<file path="src/rtl/alu_operand_stage.sv">
// ALU operand stage: one-entry pipeline register that selects and registers ALU operands.
// Optional writeback bypass on the rs/rt operands is enabled by defining ALU_OPERAND_FWD_EN.
module alu_operand_stage #(
  parameter int unsigned DATA_W  = 32,
  parameter int unsigned IMM_W   = 22,
  parameter int unsigned SHAMT_W = 5
) (
  input  logic               clk,
  input  logic               rst,
  input  logic               in_valid,
  output logic               in_ready,
  input  logic [2:0]         opcode,
  input  logic [3:0]         fcode,
  input  logic [DATA_W-1:0]  rs_data,
  input  logic [DATA_W-1:0]  rt_data,
  input  logic [4:0]         rs_idx,
  input  logic [4:0]         rt_idx,
  input  logic [SHAMT_W-1:0] shamt,
  input  logic [IMM_W-1:0]   imm,
  input  logic               flush,
  input  logic               fwd_valid,
  input  logic [4:0]         fwd_idx,
  input  logic [DATA_W-1:0]  fwd_data,
  output logic               out_valid,
  input  logic               out_ready,
  output logic [DATA_W-1:0]  alu_inp1,
  output logic [DATA_W-1:0]  alu_inp2,
  output logic [2:0]         out_opcode,
  output logic [3:0]         out_fcode,
  output logic [15:0]        stall_cnt
);

  localparam int unsigned EXT_W   = DATA_W - IMM_W;
  localparam logic [2:0]  OP_REG  = 3'd0;
  localparam logic [2:0]  OP_IMM  = 3'd1;
  localparam logic [3:0]  FC_SLL  = 4'd4;
  localparam logic [3:0]  FC_SRL  = 4'd5;
  localparam logic [3:0]  FC_SRA  = 4'd8;
  localparam logic [15:0] CNT_MAX = 16'hFFFF;

  logic              r_valid;
  logic [DATA_W-1:0] r_inp1;
  logic [DATA_W-1:0] r_inp2;
  logic [2:0]        r_opcode;
  logic [3:0]        r_fcode;
  logic [15:0]       r_stall_cnt;

  logic              w_valid_nxt;
  logic [DATA_W-1:0] w_inp1_nxt;
  logic [DATA_W-1:0] w_inp2_nxt;
  logic [2:0]        w_opcode_nxt;
  logic [3:0]        w_fcode_nxt;
  logic [15:0]       w_stall_cnt_nxt;

  logic              w_in_ready;
  logic              w_capture;
  logic              w_stalled;
  logic [DATA_W-1:0] w_rs_opnd;
  logic [DATA_W-1:0] w_rt_opnd;
  logic [DATA_W-1:0] w_sel_inp1;
  logic [DATA_W-1:0] w_sel_inp2;
  logic [DATA_W-1:0] w_imm_sext;
  logic [DATA_W-1:0] w_shamt_zext;

  assign w_in_ready = !r_valid || out_ready;
  assign w_capture  = in_valid && w_in_ready && !flush;
  assign w_stalled  = r_valid && !out_ready;

`ifdef ALU_OPERAND_FWD_EN
  // Writeback bypass; register 0 is never forwarded.
  assign w_rs_opnd = (fwd_valid && (fwd_idx == rs_idx) && (rs_idx != 5'd0)) ? fwd_data : rs_data;
  assign w_rt_opnd = (fwd_valid && (fwd_idx == rt_idx) && (rt_idx != 5'd0)) ? fwd_data : rt_data;
`else
  logic w_unused_fwd;
  assign w_unused_fwd = ^{fwd_valid, fwd_idx, fwd_data, rs_idx, rt_idx};
  assign w_rs_opnd    = rs_data;
  assign w_rt_opnd    = rt_data;
`endif

  assign w_imm_sext   = {{EXT_W{imm[IMM_W-1]}}, imm};
  assign w_shamt_zext = DATA_W'(shamt);

  // Operand selection by instruction class.
  always_comb begin
    w_sel_inp1 = '0;
    w_sel_inp2 = '0;
    case (opcode)
      OP_REG: begin
        w_sel_inp1 = w_rs_opnd;
        if ((fcode == FC_SLL) || (fcode == FC_SRL) || (fcode == FC_SRA)) begin
          w_sel_inp2 = w_shamt_zext;
        end else begin
          w_sel_inp2 = w_rt_opnd;
        end
      end
      OP_IMM: begin
        w_sel_inp1 = w_rs_opnd;
        w_sel_inp2 = w_imm_sext;
      end
      default: begin
        w_sel_inp1 = '0;
        w_sel_inp2 = '0;
      end
    endcase
  end

  // Next-state: flush beats capture, capture beats drain, otherwise hold.
  always_comb begin
    w_valid_nxt     = r_valid;
    w_inp1_nxt      = r_inp1;
    w_inp2_nxt      = r_inp2;
    w_opcode_nxt    = r_opcode;
    w_fcode_nxt     = r_fcode;
    w_stall_cnt_nxt = r_stall_cnt;
    if (w_stalled && (r_stall_cnt != CNT_MAX)) begin
      w_stall_cnt_nxt = r_stall_cnt + 16'd1;
    end
    if (flush) begin
      w_valid_nxt = 1'b0;
    end else if (w_capture) begin
      w_valid_nxt  = 1'b1;
      w_inp1_nxt   = w_sel_inp1;
      w_inp2_nxt   = w_sel_inp2;
      w_opcode_nxt = opcode;
      w_fcode_nxt  = fcode;
    end else if (out_ready) begin
      w_valid_nxt = 1'b0;
    end
  end

  always_ff @(posedge clk) begin
    if (rst) begin
      r_valid     <= 1'b0;
      r_inp1      <= '0;
      r_inp2      <= '0;
      r_opcode    <= '0;
      r_fcode     <= '0;
      r_stall_cnt <= '0;
    end else begin
      r_valid     <= w_valid_nxt;
      r_inp1      <= w_inp1_nxt;
      r_inp2      <= w_inp2_nxt;
      r_opcode    <= w_opcode_nxt;
      r_fcode     <= w_fcode_nxt;
      r_stall_cnt <= w_stall_cnt_nxt;
    end
  end

  assign in_ready   = w_in_ready;
  assign out_valid  = r_valid;
  assign alu_inp1   = r_inp1;
  assign alu_inp2   = r_inp2;
  assign out_opcode = r_opcode;
  assign out_fcode  = r_fcode;
  assign stall_cnt  = r_stall_cnt;

endmodule
</file>
<file path="config.mk">
export PLATFORM = sky130hd
export DESIGN_NAME = alu_operand_stage
export DESIGN_NICKNAME = d
export VERILOG_FILES = /design/src/rtl/alu_operand_stage.sv
export SDC_FILE = /design/constraint.sdc
export NUM_CORES = 1
export LEC_CHECK = 0
export CORE_UTILIZATION = 37
export CTS_BUF_LIST = sky130_fd_sc_hd__clkbuf_16
export DETAILED_ROUTE_END_ITERATION = 8
export GPL_TIMING_DRIVEN = 1
export HOLD_SLACK_MARGIN = 0.03
export PLACE_DENSITY = 0.81
export SYNTH_ARGS = -nofsm -noshare
export SYNTH_HDL_FRONTEND = slang
export SYNTH_SLANG_ARGS = --single-unit
export TNS_END_PERCENT = 30
</file>
<file path="constraint.sdc">
create_clock -name clk -period 2.3 [get_ports clk]
set_clock_uncertainty 0.1 [all_clocks]
set_input_delay 0.23 -clock clk [delete_from_list [all_inputs] [get_ports clk]]
set_output_delay 0.23 -clock clk [all_outputs]
set_load 0.03 [all_outputs]
</file>
== Yosys cells after proc, flatten, opt, wreduce, memory -nomap -nowiden ==
Cells that the tools add are included.
Cells by class
  $add $sub $neg: 1
  reduce and logical (&&, ||, !) cells: 15
  mux-type cells: 5
  bitwise logic cells: 1
  eq/ne operators: 5
Operators with widths (number)
  $mux 32: 2
  $pmux 32 s2: 1
  $add 16x1->16 const B: 1
  $ne 16x16->1 const B: 1
  $eq 4x3->1 const B: 2
  $eq 4x4->1 const B: 1
  $logic_and 1x1->1: 4
  $reduce_or 2->1: 2
  $eq 3x1->1 const B: 1
  $logic_not 1->1: 3
  $logic_not 3->1: 1
  $logic_or 1x1->1: 3
  $mux 1: 2
  $reduce_and 2->1: 1
  $reduce_bool 2->1: 1
  $not 1->1: 1
Word-level totals
  output and inout port bits: 89
  word-level logic and storage cells: 33
  flip-flop bits (word level): 88

== Depth between registers and ports, before layout ==
  depth in word-level cells: 5
  gate-level depth with buffers: 7
  depth with buffers taken out: 5

== Least setup slack after synthesis ==
No wires, ideal clock.
  path kind: flip-flop to flip-flop
  start: register r_stall_cnt[0] (netlist: stall_cnt[0])
  end: register r_stall_cnt[0] (netlist: stall_cnt[0])
  data required time: 2079 ps
  library setup time: 121 ps
  arrival: 1716 ps
  cell stages (with the launch flop): 7
  path slack: 363 ps
  period minus slack after synthesis: 1937 ps
  cell sequence: dfxtp_1 > ha_1 > clkbuf_1 > nand3_1 > nor4_2 > nor2_1 > mux2_2
Between the ends
  cells in the longest elaborated chain, start to end: 2
  elaborated cells between the ends (all ways): 3
  those cells by class: add/sub: 1; eq/ne: 1; reduce/logical: 1
Ends and longest elaborated chain
  from (decl): RTL line 46  | logic [15:0] r_stall_cnt;
  from (signal assigned): RTL line 145  | r_stall_cnt <= w_stall_cnt_nxt;
  parallel branches: the longest is 2 deep, another holds $add 16x1->16
Parallel ways; which one is timed is not known.
A chain may end at the register's enable or synchronous reset.

== Worst setup path after layout ==
  start: input port out_ready
  end: output port in_ready
Between the ends
  cells in the longest elaborated chain, start to end: 1
Ends and longest elaborated chain
  from (decl): RTL line 25  | input logic out_ready,
  $logic_or 1x1->1: RTL line 65  | assign w_in_ready = !r_valid || out_ready;
  to (decl): RTL line 11  | output logic in_ready,
No other way between the ends.

==> flow_metrics.py <==
metrics = {
    "timing": {
        "fin_crit_sh": 0.881,
        "fin_ws_ps": 273,
        "fin_setup_tns_ps": 0,
        "fmax_mhz": 493,
        "slew_viol_final": 0,
        "hold_viol": 0,
        "tightest_slew_ps": 635,
        "maxSlewHeadroom": 0.573,
        "finalCriticalPeriod_ps": 2030,
        "setup_viol_count_final": 0,
        "rsz0062_at_grt": "false",
    },
    "floorplan": {
        "dieArea_sq_um": 10700,
        "rows": 36,
        "initial_utilization": 0.386,
        "io_pins": 240,
        "core_sq_um": 9910,
        "die_x_microns": 104,
        "die_h_microns": 104,
    },
    "routing": {
        "wl_per_cell_microns": 16.4,
        "antenna_left": 0,
        "wl_mm": 12.4,
        "vias": 4160,
        "via_per_inst": 5.52,
        "post-route-drc-count": 0,
        "dr.first_iter.drc_count": 269,
        "drt-pass1-iter-count": 6,
    },
    "placed_design": {
        "gp_routability_congestion": 0.853,
        "pre_cts_ws_ps": 102,
        "portBuffers": 191,
        "hpwl_mm": 8.93,
        "dp.cells": 738,
    },
    "global_route": {
        "use_met1": 0.273,
        "grt_start_max_net_pins": 46,
        "grt_pass1_vias": 3960,
        "grt_use_total": 0.225,
        "grt_antenna_before_repair": 0,
        "grt_use_met2": 0.393,
        "grt_pass1_wl_mm": 19.7,
        "grt_overflow": 0,
        "busiest_layer": "met2",
        "use_met3": 0.0422,
    },
    "synth": {
        "synthDistinctLibCells": 41,
        "syn-num-nets": 593,
        "syn-cell-area_sq_um": 3820,
        "ys_ff_latch": 88,
        "ys_warn_count": 0,
        "postSynthCellCount": 441,
        "avgSynthCellArea_sq_um": 8.67,
        "ys_seq_area_frac": 0.461,
    },
    "clock_network": {
        "cts_setup_buffers": 0,
        "insertion_delay_ps": 330,
        "holdBufCountCts": 0,
        "ctsHtreeMaxLevel": 3,
        "numCtsBuffers": 9,
        "cts_tree": "yes",
        "path_clk_slew_ps": 60,
        "max-clock-path-buffers": 2,
        "root_buffer": "clkbuf_16",
        "clkSinkCount": 88,
        "cts_resized": 0,
    },
    "hold_path": {
        "hold_class": "primary input to flop",
        "whs_path_depth": 2,
        "min-delay-start": "rst",
        "hold_path_end": "out_fcode[2]",
    },
    "critical_path": {
        "r2r_setup_slack_ps": 310,
        "required_ps": 1970,
        "cp_slowest_cell": "clkdlybuf4s50_1",
        "r2r-start": "stall_cnt[0]",
        "timing.critical_path.mode_cell": "clkdlybuf4s50_1",
        "critPathBufInv": 3,
        "critical_path_arrival_ps": 1700,
        "reg2reg_to": "stall_cnt[7]",
        "reg2reg_depth": 5,
        "worstPathMaxFanout": 5,
        "startpoint_type": "primary input",
        "path_class": "primary input to output port",
        "crit_family": "buffers and inverters",
        "crit_path_max_incr_delay_ps": 700,
        "crit_chain": "clkdlybuf4s50_1 > nor2b_4 > inv_1 > clkdlybuf4s50_1",
        "crit_path_end_kind": "output port",
    },
    "final_layout": {
        "fin_cells": 753,
        "antenna_cells": 0,
        "area_growth_pct": 62.4,
        "layout_common_cells": "clkdlybuf4s50_1, dfxtp_1, a21oi_1",
        "layout_commonest_cell": "clkdlybuf4s50_1",
        "fillers": 845,
        "drive_gt1_frac": 0.0565,
        "final_util": 0.626,
        "nets": 768,
    },
    "pwr": {
        "p_per_area_nw_per_um2": 587,
        "leakagePower_nw": 2.04,
        "ir_worst_vdd_v": 0.000395,
    },
    "run_status": {
        "status": "finished, final reports clean",
    },
    "run": {
        "maxCapViolations": 0,
    },
}
==> cell type report <==
class	count	area [sq um]	area share
inverter	9	33.8	0.00544
timing repair buffer	201	2030	0.327
clock buffer	9	225	0.0363
clock inverter	6	110	0.0177
sequential	88	1760	0.284
tap	133	166	0.0268
multi-input combinational	307	1880	0.303
==> cell families after synthesis <==
logic type	Yosys count	synth area share
adders and majority gates	1	0.00327
buffers and inverters	46	0.0501
DFF	88	0.461
AOI/OAI and AO/OA	174	0.300
muxes	4	0.0111
and+or+nand+nor	128	0.174
==> sequential cells by signal, indices dropped and copies added (netlist names) <==
name / cells
alu_inp2: 32
out_fcode: 4
alu_inp1: 32
out_opcode: 3
stall_cnt: 16
out_valid: 1
==> power breakdown <==
part | switching [mW] | internal (mW)
clock | 0.584 | 1.05
combinational | 0.210 | 0.240
sequential | 0.0115 | 1.54
==> worst max path at each step <==
stage / from / end / slack (ps) / depth (start not counted)
after floorplan: stall_cnt[0] / stall_cnt[0] / 360 / 6
after global placement: out_ready / stall_cnt[15] / 210 / 5
after detailed placement: out_ready / stall_cnt[14] / 100 / 5
after CTS: out_ready / in_ready / 270 / 4
after global routing: stall_cnt[0] / stall_cnt[7] / 130 / 5
final: out_ready / in_ready / 270 / 4
==> metrics by stage <==
step / total power [mW] / instance area [sq um] / hold slack [ps]
detailed placement: 2.04 / 5870 / 355
global route: 3.78 / 6210 / 195
global placement: 2.03 / 5870 / 346
CTS: 3.67 / 6210 / 151
finish: 3.64 / 6210 / 170
floorplan: 1.77 / 3820 / 209
==> layer usage <==
| layer | up-vias | part of all wire |
|---|---|---|
| met3 | 25 | 0.065 |
| met2 | 199 | 0.50 |
| li1 | 2011 | - |
| met1 | 1925 | 0.41 |
| met4 | 0 | 0.020 |
| met5 | - | 0 |
==> synth_stat cells, drive strengths merged <==
cell	count	area (sq um)
dfxtp	88	1760
a21oi	63	315
a22oi	53	398
nor2	38	143
a211oi	32	240
nand3	31	155
nand2	23	93.8
clkbuf	22	82.6
buf	15	75.1
inv	9	33.8
o21ai	7	35.0
nand4	6	37.5
or3	6	37.5
nor4	5	52.6
o221ai	5	43.8
nor2b	4	32.5
nor3	4	25.0
o41ai	3	26.3
and2	2	12.5
and4	2	17.5
mux2	2	22.5
mux2i	2	20.0
nand2b	2	15.0
nor3b	2	20.0
o21a	2	15.0
o21bai	2	15.0
o311ai	2	17.5
o31a	2	17.5
or4	2	15.0
a311oi	1	8.76
and4b	1	10.0
ha	1	12.5
o211ai	1	7.51
o31ai	1	7.51
Note: power is estimated with default switching activity, not from simulation.
